## src/rtl/threat_countdown.sv

```systemverilog
// threat_countdown: debounced K-of-N threat vote feeding a seconds countdown
// that latches a sticky fired state and drives an LED display. Single clock,
// all sequential state advances on posedge clk; debounce and counting are
// gated by the one-cycle tick enable.
module threat_countdown #(
  parameter int unsigned N_IN          = 3,
  parameter int unsigned K             = 2,
  parameter int unsigned DEB_TICKS     = 3,
  parameter int unsigned TICKS_PER_SEC = 100,
  parameter int unsigned LIMIT         = 10,
  parameter int unsigned CNT_W         = 4,
  parameter int unsigned HOLD_MODE     = 0
) (
  input  logic             clk,
  input  logic             rst,
  input  logic             tick_i,
  input  logic             arm_i,
  input  logic [N_IN-1:0]  threat_i,
  output logic [CNT_W-1:0] count_o,
  output logic             fired_o,
  output logic [CNT_W-1:0] leds_o,
  output logic [1:0]       state_o
);

  localparam int unsigned RUN_W = (DEB_TICKS > 1) ? $clog2(DEB_TICKS + 1) : 1;
  localparam int unsigned SUB_W = (TICKS_PER_SEC > 1) ? $clog2(TICKS_PER_SEC) : 1;
  localparam int unsigned PC_W  = $clog2(N_IN + 1);
  localparam int unsigned NCH   = N_IN + 1;

  typedef enum logic [1:0] {
    IDLE     = 2'd0,
    ARMED    = 2'd1,
    COUNTING = 2'd2,
    FIRED    = 2'd3
  } state_e;

  // Channel N_IN is the arm switch; lower channels are the threat switches.
  logic [NCH-1:0]   raw_c;
  logic [NCH-1:0]   deb_q;
  logic [RUN_W-1:0] run_q [NCH];
  logic [PC_W-1:0]  pop_c;
  logic             vote_d;
  logic             vote_q;
  logic             arm_deb_c;
  logic [CNT_W-1:0] cnt_inc_c;
  logic             sub_wrap_c;

  state_e           state_q;
  logic [SUB_W-1:0] sub_q;
  logic [CNT_W-1:0] count_q;
  logic             fired_q;
  logic [CNT_W-1:0] leds_q;

  assign raw_c     = {arm_i, threat_i};
  assign arm_deb_c = deb_q[N_IN];

  // Per-channel debounce: flip after DEB_TICKS consecutive disagreeing ticks.
  always_ff @(posedge clk) begin
    if (rst) begin
      deb_q <= '0;
      for (int unsigned i = 0; i < NCH; i++) run_q[i] <= '0;
    end else if (tick_i) begin
      for (int unsigned i = 0; i < NCH; i++) begin
        if (raw_c[i] != deb_q[i]) begin
          if (run_q[i] == RUN_W'(DEB_TICKS - 1)) begin
            deb_q[i] <= ~deb_q[i];
            run_q[i] <= '0;
          end else begin
            run_q[i] <= run_q[i] + RUN_W'(1);
          end
        end else begin
          run_q[i] <= '0;
        end
      end
    end
  end

  // Popcount of debounced threats compared against the vote threshold.
  always_comb begin
    pop_c = '0;
    for (int unsigned i = 0; i < N_IN; i++) pop_c = pop_c + PC_W'(deb_q[i]);
    vote_d = (pop_c >= PC_W'(K));
  end

  // Registered vote, one clk behind the debounced values.
  always_ff @(posedge clk) begin
    if (rst) vote_q <= 1'b0;
    else     vote_q <= vote_d;
  end

  assign cnt_inc_c  = count_q + CNT_W'(1);
  assign sub_wrap_c = (sub_q == SUB_W'(TICKS_PER_SEC - 1));

  // Countdown FSM; arm loss takes priority over every state, FIRED is sticky.
  always_ff @(posedge clk) begin
    if (rst) begin
      state_q <= IDLE;
      sub_q   <= '0;
      count_q <= '0;
      fired_q <= 1'b0;
    end else if (!arm_deb_c) begin
      state_q <= IDLE;
      sub_q   <= '0;
      count_q <= '0;
      fired_q <= 1'b0;
    end else begin
      unique case (state_q)
        IDLE:  state_q <= ARMED;
        ARMED: if (vote_q) state_q <= COUNTING;
        COUNTING: begin
          if (!vote_q) begin
            // Vote loss beats a coincident tick, including at second wrap.
            state_q <= ARMED;
            if (HOLD_MODE == 0) begin
              sub_q   <= '0;
              count_q <= '0;
            end
          end else if (tick_i) begin
            if (sub_wrap_c) begin
              sub_q   <= '0;
              count_q <= cnt_inc_c;
              if (cnt_inc_c == CNT_W'(LIMIT)) begin
                fired_q <= 1'b1;
                state_q <= FIRED;
              end
            end else begin
              sub_q <= sub_q + SUB_W'(1);
            end
          end
        end
        FIRED:   fired_q <= 1'b1;
        default: state_q <= IDLE;
      endcase
    end
  end

  // Display register lags count/fired by one clk.
  always_ff @(posedge clk) begin
    if (rst) leds_q <= '0;
    else     leds_q <= fired_q ? {CNT_W{1'b1}} : count_q;
  end

  assign count_o = count_q;
  assign fired_o = fired_q;
  assign leds_o  = leds_q;
  assign state_o = state_q;

endmodule

```

## config.mk

```make
export PLATFORM = sky130hd
export DESIGN_NAME = threat_countdown
export DESIGN_NICKNAME = d
export VERILOG_FILES = /design/src/rtl/threat_countdown.sv
export SDC_FILE = /design/constraint.sdc
export NUM_CORES = 1
export LEC_CHECK = 0
export CAP_MARGIN = 0
export CORE_ASPECT_RATIO = 0.6
export CORE_MARGIN = 3
export CORE_UTILIZATION = 30
export CTS_BUF_LIST = sky130_fd_sc_hd__clkbuf_16
export CTS_CLUSTER_SIZE = 8
export DETAILED_ROUTE_END_ITERATION = 8
export SLEW_MARGIN = 10
export SYNTH_ARGS = -nofsm -noshare
export SYNTH_HDL_FRONTEND = slang
export SYNTH_SLANG_ARGS = --single-unit
```

## constraint.sdc

```tcl
create_clock -name clk -period 2.5 [get_ports clk]
set_clock_uncertainty 0.2 [all_clocks]
set_input_delay 0.5 -clock clk [delete_from_list [all_inputs] [get_ports clk]]
set_output_delay 0.5 -clock clk [all_outputs]
set_load 0.01 [all_outputs]
```

==> report_table.html, run 1 <==
<table>
<tr><th>Metric</th><th>Value</th></tr>
<tr><th colspan="2">Status</th></tr>
<tr><td>Status</td><td>completed</td></tr>
<tr><th colspan="2">Setup path</th></tr>
<tr><td>Critical Path Sink Type</td><td>register</td></tr>
<tr><td>Max stage delay cell, worst path</td><td>sky130_fd_sc_hd__dfxtp_1</td></tr>
<tr><td>Chain of cells forming the critical path</td><td>ha_1, nor4bb_1, a211oi_1, or3_1, a21oi_1</td></tr>
<tr><td>Worst path arrival time</td><td>2.06 ns</td></tr>
<tr><td>Crit Path Max Fanout</td><td>8</td></tr>
<tr><td>CP peak stage delay</td><td>approximately 0.46 ns</td></tr>
<tr><td>Critical path startpoint category</td><td>register</td></tr>
<tr><td>Worst r2r path cells</td><td>5</td></tr>
<tr><td>Critical setup path kind</td><td>register to register</td></tr>
<tr><td>Required time at the worst-slack endpoint</td><td>between 2 and 3 ns</td></tr>
<tr><th colspan="2">Clocking</th></tr>
<tr><td>Number of buffers created by CTS</td><td>5</td></tr>
<tr><td>Clk slew on worst S/H paths</td><td>about 0.05 ns</td></tr>
<tr><td>Maximum number of buffers from clock root to sink</td><td>2</td></tr>
<tr><td># resized after CTS</td><td>0</td></tr>
<tr><td>CTS tree</td><td>yes</td></tr>
<tr><td>Library cell used as clock root buffer</td><td>sky130_fd_sc_hd__clkbuf_16</td></tr>
<tr><td>Clock Sink Count</td><td>31</td></tr>
<tr><td>Total number of H-tree levels</td><td>2</td></tr>
<tr><td>Hold buffer count at CTS</td><td>0</td></tr>
<tr><td>Post-CTS setup buffer count</td><td>0</td></tr>
<tr><td>Worst-skew pair later-pin latency</td><td>about 0.27 ns</td></tr>
<tr><th colspan="2">Placed design</th></tr>
<tr><td>Standard cell area after detailed placement</td><td>around 1800 µm²</td></tr>
<tr><td>Placer's final routability congestion estimate</td><td>between 0.7 and 0.8</td></tr>
<tr><td>Total half-perimeter wirelength after legalization and detailed placement</td><td>roughly 2100 µm</td></tr>
<tr><td>Count of port buffers added during placement</td><td>17</td></tr>
<tr><td>Setup WS pre-CTS</td><td>0.297 ns</td></tr>
<tr><td>Number of cells in the design after placement</td><td>243</td></tr>
<tr><th colspan="2">Synth</th></tr>
<tr><td>Most common flop cell mapped by yosys</td><td>sky130_fd_sc_hd__dfxtp_1</td></tr>
<tr><td>Synthesized area</td><td>between 1500 and 2000 µm²</td></tr>
<tr><td>Part of the Yosys area used for sequential elements</td><td>between 40% and 50%</td></tr>
<tr><td>Syn_nets</td><td>between 150 and 200</td></tr>
<tr><td>Dominant cell by count in the synthesized netlist</td><td>sky130_fd_sc_hd__dfxtp_1</td></tr>
<tr><td>Synth Area per Inst</td><td>just over 9 µm²</td></tr>
<tr><td>Total of warnings raised by yosys</td><td>0</td></tr>
<tr><td>Register bit total from synthesis</td><td>31</td></tr>
<tr><td>Cells after synthesis</td><td>roughly 160</td></tr>
<tr><td>Number of distinct library cells after synthesis</td><td>32</td></tr>
<tr><td>Proportion of register bits with asynchronous set or reset after synthesis</td><td>0%</td></tr>
<tr><td>Leading area contributor after synthesis</td><td>sky130_fd_sc_hd__dfxtp_1</td></tr>
<tr><td>Number of flops mapped to enable cells by yosys</td><td>8</td></tr>
<tr><td>Top cell types by occurrence after synthesis</td><td>sky130_fd_sc_hd__dfxtp_1 (23), sky130_fd_sc_hd__nor2_1 (19), sky130_fd_sc_hd__nand2_1 (16)</td></tr>
<tr><td>Share of the synthesized area in the top cell type</td><td>between 30% and 40%</td></tr>
<tr><td>Synth area leaders</td><td>sky130_fd_sc_hd__dfxtp_1 (30%), sky130_fd_sc_hd__edfxtp_1 (16%), sky130_fd_sc_hd__ha_1 (11%)</td></tr>
<tr><th colspan="2">Power and ir drop</th></tr>
<tr><td>Maximum ir drop on the vdd rail</td><td>between 0.2 and 0.25 mV</td></tr>
<tr><td>Switching fraction of total power</td><td>roughly a fifth</td></tr>
<tr><td>Static leakage</td><td>0.693 nW</td></tr>
<tr><td>Pwr dens</td><td>600 nW/µm²</td></tr>
<tr><td>Clk pwr share</td><td>between 40 and 50%</td></tr>
<tr><td>Sequential cell fraction of total power</td><td>between 40% and 50%</td></tr>
<tr><td>Design Power</td><td>roughly 1.1 mW</td></tr>
<tr><td>Internal power</td><td>0.912 mW</td></tr>
<tr><td>Part of the power in combinational logic</td><td>approximately 4.8%</td></tr>
<tr><td>Switching power</td><td>0.234 mW</td></tr>
<tr><th colspan="2">Global routing</th></tr>
<tr><td>Number of antenna violations at the first check in global routing</td><td>0</td></tr>
<tr><td>Global-route wire length before repair</td><td>between 4000 and 5000 µm</td></tr>
<tr><td>Maximum number of pins on one net before global-route repair</td><td>14</td></tr>
<tr><td>Total gr overflow</td><td>0</td></tr>
<tr><td>Number of global-route vias before repair</td><td>about 1000</td></tr>
<tr><td>Overall fraction of global-route tracks in use</td><td>10.7%</td></tr>
<tr><th colspan="2">Flow run</th></tr>
<tr><td># Max-Cap Violations</td><td>0</td></tr>
<tr><th colspan="2">STA</th></tr>
<tr><td>Worst hold margin</td><td>0.266 ns</td></tr>
<tr><td>Worst-margin pin slew</td><td>~0.55 ns</td></tr>
<tr><td>Unrepaired setup endpoints after global routing</td><td>false</td></tr>
<tr><td>Setup TNS Final</td><td>0 ns</td></tr>
<tr><td>Ratio of final minimum period to clock period</td><td>between 80% and 90%</td></tr>
<tr><td>Number of max-slew violations in the final report</td><td>0</td></tr>
<tr><td>Slew Limit Headroom</td><td>a little over three fifths</td></tr>
<tr><td>Fmax</td><td>~490 MHz</td></tr>
<tr><td>Total setup violations reported at the end of the flow</td><td>0</td></tr>
<tr><td>Hold Vio Cnt, Final</td><td>0</td></tr>
<tr><td>Min Tclk post-route</td><td>~2.1 ns</td></tr>
<tr><td>Worst Setup Slack, final</td><td>roughly 0.44 ns</td></tr>
<tr><th colspan="2">Floorplanning</th></tr>
<tr><td>Core ar.</td><td>approximately 4700 µm²</td></tr>
<tr><td>Top-level I/O count</td><td>18</td></tr>
<tr><td>Die Area</td><td>between 5000 and 6000 µm²</td></tr>
<tr><td>Initial Util</td><td>between 30% and 40%</td></tr>
<tr><td>Std cell rows</td><td>19</td></tr>
<tr><td>Die Span Y</td><td>61.1 µm</td></tr>
<tr><td>Die span in x</td><td>around 100 µm</td></tr>
<tr><th colspan="2">Drt</th></tr>
<tr><td>Vias/cell</td><td>around 4.5</td></tr>
<tr><td>First-pass iteration count of the detailed router</td><td>4</td></tr>
<tr><td>Aggregate routed wire length</td><td>2840 µm</td></tr>
<tr><td>Antenna viol nets, final</td><td>0</td></tr>
<tr><td>Detailed-route via count</td><td>between 1000 and 1500</td></tr>
<tr><td>DRC viols</td><td>0</td></tr>
<tr><td>Average detailed-routed wire length per instance</td><td>11.3 µm</td></tr>
<tr><td>Iteration-0 DRC count of the detailed router</td><td>62</td></tr>
<tr><th colspan="2">Layout</th></tr>
<tr><td>Antenna cell count</td><td>0</td></tr>
<tr><td>Final instance count without filler cells</td><td>about 250</td></tr>
<tr><td>Post-layout utilization of the core</td><td>about two fifths</td></tr>
<tr><td>Layout cell share with drive strength beyond 1</td><td>a little under 6%</td></tr>
<tr><td>Final #Nets</td><td>207</td></tr>
<tr><td>Finished layout cell area</td><td>around 1900 µm²</td></tr>
<tr><td>Layout area overhead</td><td>25.7%</td></tr>
<tr><td>Filler Cells Inserted</td><td>approximately 450</td></tr>
<tr><th colspan="2">Hold path</th></tr>
<tr><td>Number of cells traversed by the worst hold path</td><td>2</td></tr>
<tr><td>Hold WC Path Type</td><td>register to register</td></tr>
</table>
==> area by class of cell <==
cell class | instances | area, µm² | area share (%)
clock buffers | 5 | 125 | 6.55
inverters | 9 | 33.8 | 1.77
multi-input cells | 121 | 773 | 40.5
well taps | 63 | 78.8 | 4.13
repair buffers | 19 | 185 | 9.70
clock inverters | 3 | 12.5 | 0.655
flip-flops and latches | 31 | 701 | 36.7
==> logic make-up after synthesis <==
kind of cell / share of synthesized area, %
compound gates: 8.57
xor+xnor: 6.34
buf+inv: 2.97
flops: 46.1
simple gates: 25.3
fa+ha+maj: 10.7
==> registers in the layout, indices dropped and copies added, names as in the netlist <==
register / count
state_o: 2
leds_o: 4
sub_q: 7
fired_o: 1
deb_q: 4
run_q: 8
count_o: 4
vote_q: 1
==> final timing paths <==
| kind | slack, ns | endpoint | startpoint |
|---|---|---|---|
| max | 0.44 | state_o[1] | count_o[0] |
| min | 0.27 | sub_q[1] | sub_q[1] |
| max reg2reg | 0.44 | state_o[1] | count_o[0] |
| min reg2reg | 0.27 | sub_q[1] | sub_q[1] |
==> cell usage in the layout (no fill, tap or decap), drive strengths merged, types with 2 or more instances in the layout <==
master,n
o21ai,5
xor2,4
nor4,8
edfxtp,8
and2,2
nor2,19
ha,13
a21oi,13
dfxtp,23
nand2,16
nand2b,6
clkdlybuf4s50,17
or3,2
xnor2,7
clkbuf,5
inv,11
buf,2
nand4,3
nand3,10
==> power by group through the flow <==
stage / registers [mW] / logic [mW] / clock network (mW)
global route: 0.535 / 0.0622 / 0.593
detailed placement: 0.543 / 0.0554 / 0
floorplan: 0.542 / 0.0338 / 0
finish: 0.533 / 0.0552 / 0.557
CTS: 0.533 / 0.0558 / 0.574
global placement: 0.543 / 0.0554 / 0
==> critical path: cells and delay by family (launching register included) <==
kind                     cells  cell delay, ns
AND/OR/NAND/NOR              2            0.81
flip-flops                   1            0.46
AO/OA/AOI/OAI                2            0.31
adder cells (fa/ha/maj)      1            0.20
==> per-layer routing <==
metal  GRT usage [%]  vias up  share of wire, %
met5               0        -                 0
met4            2.96        0              0.77
met3            5.43        2               6.6
met2            13.4       24                33
met1            15.6      477                60
li1                -      618                 -
(Power assumes the default switching activity.)
==> inputs of run 2 (changes only) <==
==> constraint.sdc (replaced) <==
create_clock -name clk -period 1.8 [get_ports clk]
set_clock_uncertainty 0.2 [all_clocks]
set_input_delay 0.36 -clock clk [delete_from_list [all_inputs] [get_ports clk]]
set_output_delay 0.36 -clock clk [all_outputs]
set_load 0.01 [all_outputs]
==> report_table.html, run 2 (same netlist as run 1, synthesis figures left out) <==
<table>
<tr><th>Metric</th><th>Value</th></tr>
<tr><th colspan="2">Status</th></tr>
<tr><td>Status</td><td>completed</td></tr>
<tr><th colspan="2">Setup path</th></tr>
<tr><td>Crit path buf inv count</td><td>1 (+1)</td></tr>
<tr><td>Worst path arrival time</td><td>1.19 ns (-0.87 ns)</td></tr>
<tr><td>Chain of cells forming the critical path</td><td>clkdlybuf4s50_1</td></tr>
<tr><td>Critical path startpoint category</td><td>register</td></tr>
<tr><td>Critical Path Sink Type</td><td>primary output</td></tr>
<tr><td>Crit Path Max Fanout</td><td>2 (-6)</td></tr>
<tr><td>Critical setup path kind</td><td>register to primary output</td></tr>
<tr><td>R2r setup slk</td><td>0.05 ns (-0.39 ns)</td></tr>
<tr><td>Max stage delay cell, worst path</td><td>sky130_fd_sc_hd__clkdlybuf4s50_1</td></tr>
<tr><td>CP peak stage delay</td><td>0.55 ns (+0.09 ns)</td></tr>
<tr><td>Gate family responsible for the most delay along the worst path</td><td>buffers and inverters</td></tr>
<tr><td>Required time at the worst-slack endpoint</td><td>1.24 ns (-1.26 ns)</td></tr>
<tr><th colspan="2">STA</th></tr>
<tr><td>Worst-margin pin slew</td><td>0.357 ns (-0.198 ns)</td></tr>
<tr><td>Fmax</td><td>roughly 570 MHz</td></tr>
<tr><td>Hold Vio Cnt, Final</td><td>0 (unchanged)</td></tr>
<tr><td>Worst Setup Slack, final</td><td>0.0493 ns (-0.394 ns)</td></tr>
<tr><td>Total setup violations reported at the end of the flow</td><td>0 (unchanged)</td></tr>
<tr><td>Number of max-slew violations in the final report</td><td>0 (unchanged)</td></tr>
<tr><td>Unrepaired setup endpoints after global routing</td><td>true</td></tr>
<tr><td>Min Tclk post-route</td><td>1.75 ns</td></tr>
<tr><td>Slew Limit Headroom</td><td>76.2% (+13 points)</td></tr>
<tr><td>Ratio of final minimum period to clock period</td><td>between 90 and 100%</td></tr>
<tr><th colspan="2">Floorplanning</th></tr>
<tr><td>Core ar.</td><td>4730 µm² (unchanged)</td></tr>
<tr><td>Top-level I/O count</td><td>18 (unchanged)</td></tr>
<tr><td>Die Area</td><td>5980 µm² (unchanged)</td></tr>
<tr><td>Die Span Y</td><td>61.1 µm (unchanged)</td></tr>
<tr><td>Die span in x</td><td>97.9 µm (unchanged)</td></tr>
<tr><td>Initial Util</td><td>32.1% (unchanged)</td></tr>
<tr><td>Std cell rows</td><td>19 (unchanged)</td></tr>
<tr><th colspan="2">Clocking</th></tr>
<tr><td>Number of buffers created by CTS</td><td>5 (unchanged)</td></tr>
<tr><td>Maximum number of buffers from clock root to sink</td><td>2 (unchanged)</td></tr>
<tr><td>Clock Sink Count</td><td>31 (unchanged)</td></tr>
<tr><td>Total number of H-tree levels</td><td>2 (unchanged)</td></tr>
<tr><td>CTS tree</td><td>yes</td></tr>
<tr><td>Worst-skew pair later-pin latency</td><td>0.27 ns (about the same)</td></tr>
<tr><td>Library cell used as clock root buffer</td><td>sky130_fd_sc_hd__clkbuf_16</td></tr>
<tr><td>Clk slew on worst S/H paths</td><td>0.05 ns (about the same)</td></tr>
<tr><th colspan="2">Placed design</th></tr>
<tr><td>Count of port buffers added during placement</td><td>17 (unchanged)</td></tr>
<tr><td>Setup WS pre-CTS</td><td>-0.218 ns (-0.515 ns)</td></tr>
<tr><td>Total half-perimeter wirelength after legalization and detailed placement</td><td>2530 µm (+18%)</td></tr>
<tr><td>Placer's final routability congestion estimate</td><td>0.850 (+8.1%)</td></tr>
<tr><th colspan="2">Drt</th></tr>
<tr><td>Detailed-route via count</td><td>1259 (+12%)</td></tr>
<tr><td>DRC viols</td><td>0 (unchanged)</td></tr>
<tr><td>Average detailed-routed wire length per instance</td><td>12.5 µm (+11%)</td></tr>
<tr><td>Vias/cell</td><td>4.61 (+3.3%)</td></tr>
<tr><td>Aggregate routed wire length</td><td>3420 µm (+20%)</td></tr>
<tr><td>Antenna viol nets, final</td><td>0 (unchanged)</td></tr>
<tr><td>Iteration-0 DRC count of the detailed router</td><td>34 (-45%)</td></tr>
<tr><td>First-pass iteration count of the detailed router</td><td>4 (unchanged)</td></tr>
<tr><th colspan="2">Global routing</th></tr>
<tr><td>Global-route wire length before repair</td><td>5490 µm (+11%)</td></tr>
<tr><td>Number of global-route vias before repair</td><td>1141 (+9.5%)</td></tr>
<tr><td>Number of antenna violations at the first check in global routing</td><td>0 (unchanged)</td></tr>
<tr><td>Total gr overflow</td><td>0 (unchanged)</td></tr>
<tr><td>Overall fraction of global-route tracks in use</td><td>12.0% (+1.3 points)</td></tr>
<tr><td>Maximum number of pins on one net before global-route repair</td><td>11 (-3)</td></tr>
<tr><th colspan="2">Power and ir drop</th></tr>
<tr><td>Clk pwr share</td><td>49.1% (+0.5 points)</td></tr>
<tr><td>Static leakage</td><td>0.852 nW (+23%)</td></tr>
<tr><td>Sequential cell fraction of total power</td><td>45.6% (-0.9 points)</td></tr>
<tr><td>Maximum ir drop on the vdd rail</td><td>0.298 mV (+27%)</td></tr>
<tr><td>Switching power</td><td>0.344 mW (+47%)</td></tr>
<tr><td>Part of the power in combinational logic</td><td>5.3% (+0.5 points)</td></tr>
<tr><td>Internal power</td><td>1.27 mW (+39%)</td></tr>
<tr><td>Pwr dens</td><td>740 nW/µm² (+23%)</td></tr>
<tr><td>Design Power</td><td>1.61 mW (+41%)</td></tr>
<tr><td>Switching fraction of total power</td><td>21.3% (+0.85 points)</td></tr>
<tr><th colspan="2">Layout</th></tr>
<tr><td>Largest registers</td><td>run_q: 8 flops, sub_q: 7 flops</td></tr>
<tr><td>Max reg flops</td><td>8 (unchanged)</td></tr>
<tr><td>Post-layout utilization of the core</td><td>46.1% (+5.7 points)</td></tr>
<tr><td>Leading cell type in the layout, fill and taps excluded</td><td>sky130_fd_sc_hd__buf_4</td></tr>
<tr><td>Final #Nets</td><td>229 (+11%)</td></tr>
<tr><td>Register bank with the most flops</td><td>run_q</td></tr>
<tr><td>Top library cells by usage in the layout, fill and taps aside</td><td>sky130_fd_sc_hd__buf_4 (24), sky130_fd_sc_hd__nor2_1 (19), sky130_fd_sc_hd__dfxtp_1 (18)</td></tr>
<tr><td>Layout cell share with drive strength beyond 1</td><td>25.2% (+19 points)</td></tr>
<tr><td>Filler Cells Inserted</td><td>469 (+5.4%)</td></tr>
<tr><td>Antenna cell count</td><td>0 (unchanged)</td></tr>
<tr><td>Layout area overhead</td><td>43.6%</td></tr>
<tr><th colspan="2">Flow run</th></tr>
<tr><td># Max-Cap Violations</td><td>0 (unchanged)</td></tr>
<tr><th colspan="2">Hold path</th></tr>
<tr><td>Hold WC Path Type</td><td>register to register</td></tr>
</table>
[run 2: worst paths after layout]
kind                  from          to  cells after the start
setup / recovery   fired_o     fired_o                      1
setup reg to reg  sub_q[5]  state_o[1]                      5
hold / removal    sub_q[1]    sub_q[1]                      2
hold reg to reg   sub_q[1]    sub_q[1]                      2
[run 2: cell type report]
type	count	area, µm²	share of cell area [%]
multi-input combinational	121	867	39.8
inverter	9	33.8	1.55
sequential	31	714	32.8
timing repair buffer	41	347	15.9
clock buffer	5	125	5.74
tap	63	78.8	3.61
clock inverter	3	15.0	0.688
[run 2: worst min-delay path, stage by stage (launching register included)]
cell                      delay (ns)
sky130_fd_sc_hd__dfxtp_1        0.32
sky130_fd_sc_hd__nand2_1        0.05
sky130_fd_sc_hd__a21oi_1        0.05
[run 2: power by group through the flow]
stage | logic [mW] | clock network (mW) | registers [mW]
after floorplan | 0.0469 | 0 | 0.752
after global placement | 0.0811 | 0 | 0.754
after detailed placement | 0.0821 | 0 | 0.755
after CTS | 0.0824 | 0.807 | 0.740
after global routing | 0.0958 | 0.836 | 0.738
final | 0.0861 | 0.792 | 0.736
[run 2: through the flow]
step                hold slack (ns)  std cells  cell area [µm²]  TNS (ns)
global route                  0.308        273             2180   -0.0169
global placement              0.270        264             1930     -1.95
CTS                           0.280        272             2100  -0.00672
floorplan                     0.244        164             1520         0
detailed placement            0.273        264             1930     -2.03
finish                        0.272        273             2180         0
[run 2: timing repair]
action | in CTS | in global routing
hold buffers | 0 | 0
pin swaps | 2 | 4
setup endpoints to repair | 8 | 8
setup buffers | 0 | 2
gates resized for setup | 14 | 19
[run 2: metal layers]
metal,GRT usage [%],wire length (µm)
met1,17.2,1890
met2,16.3,1330
met3,5.20,185
met4,2.96,23
met5,0,0
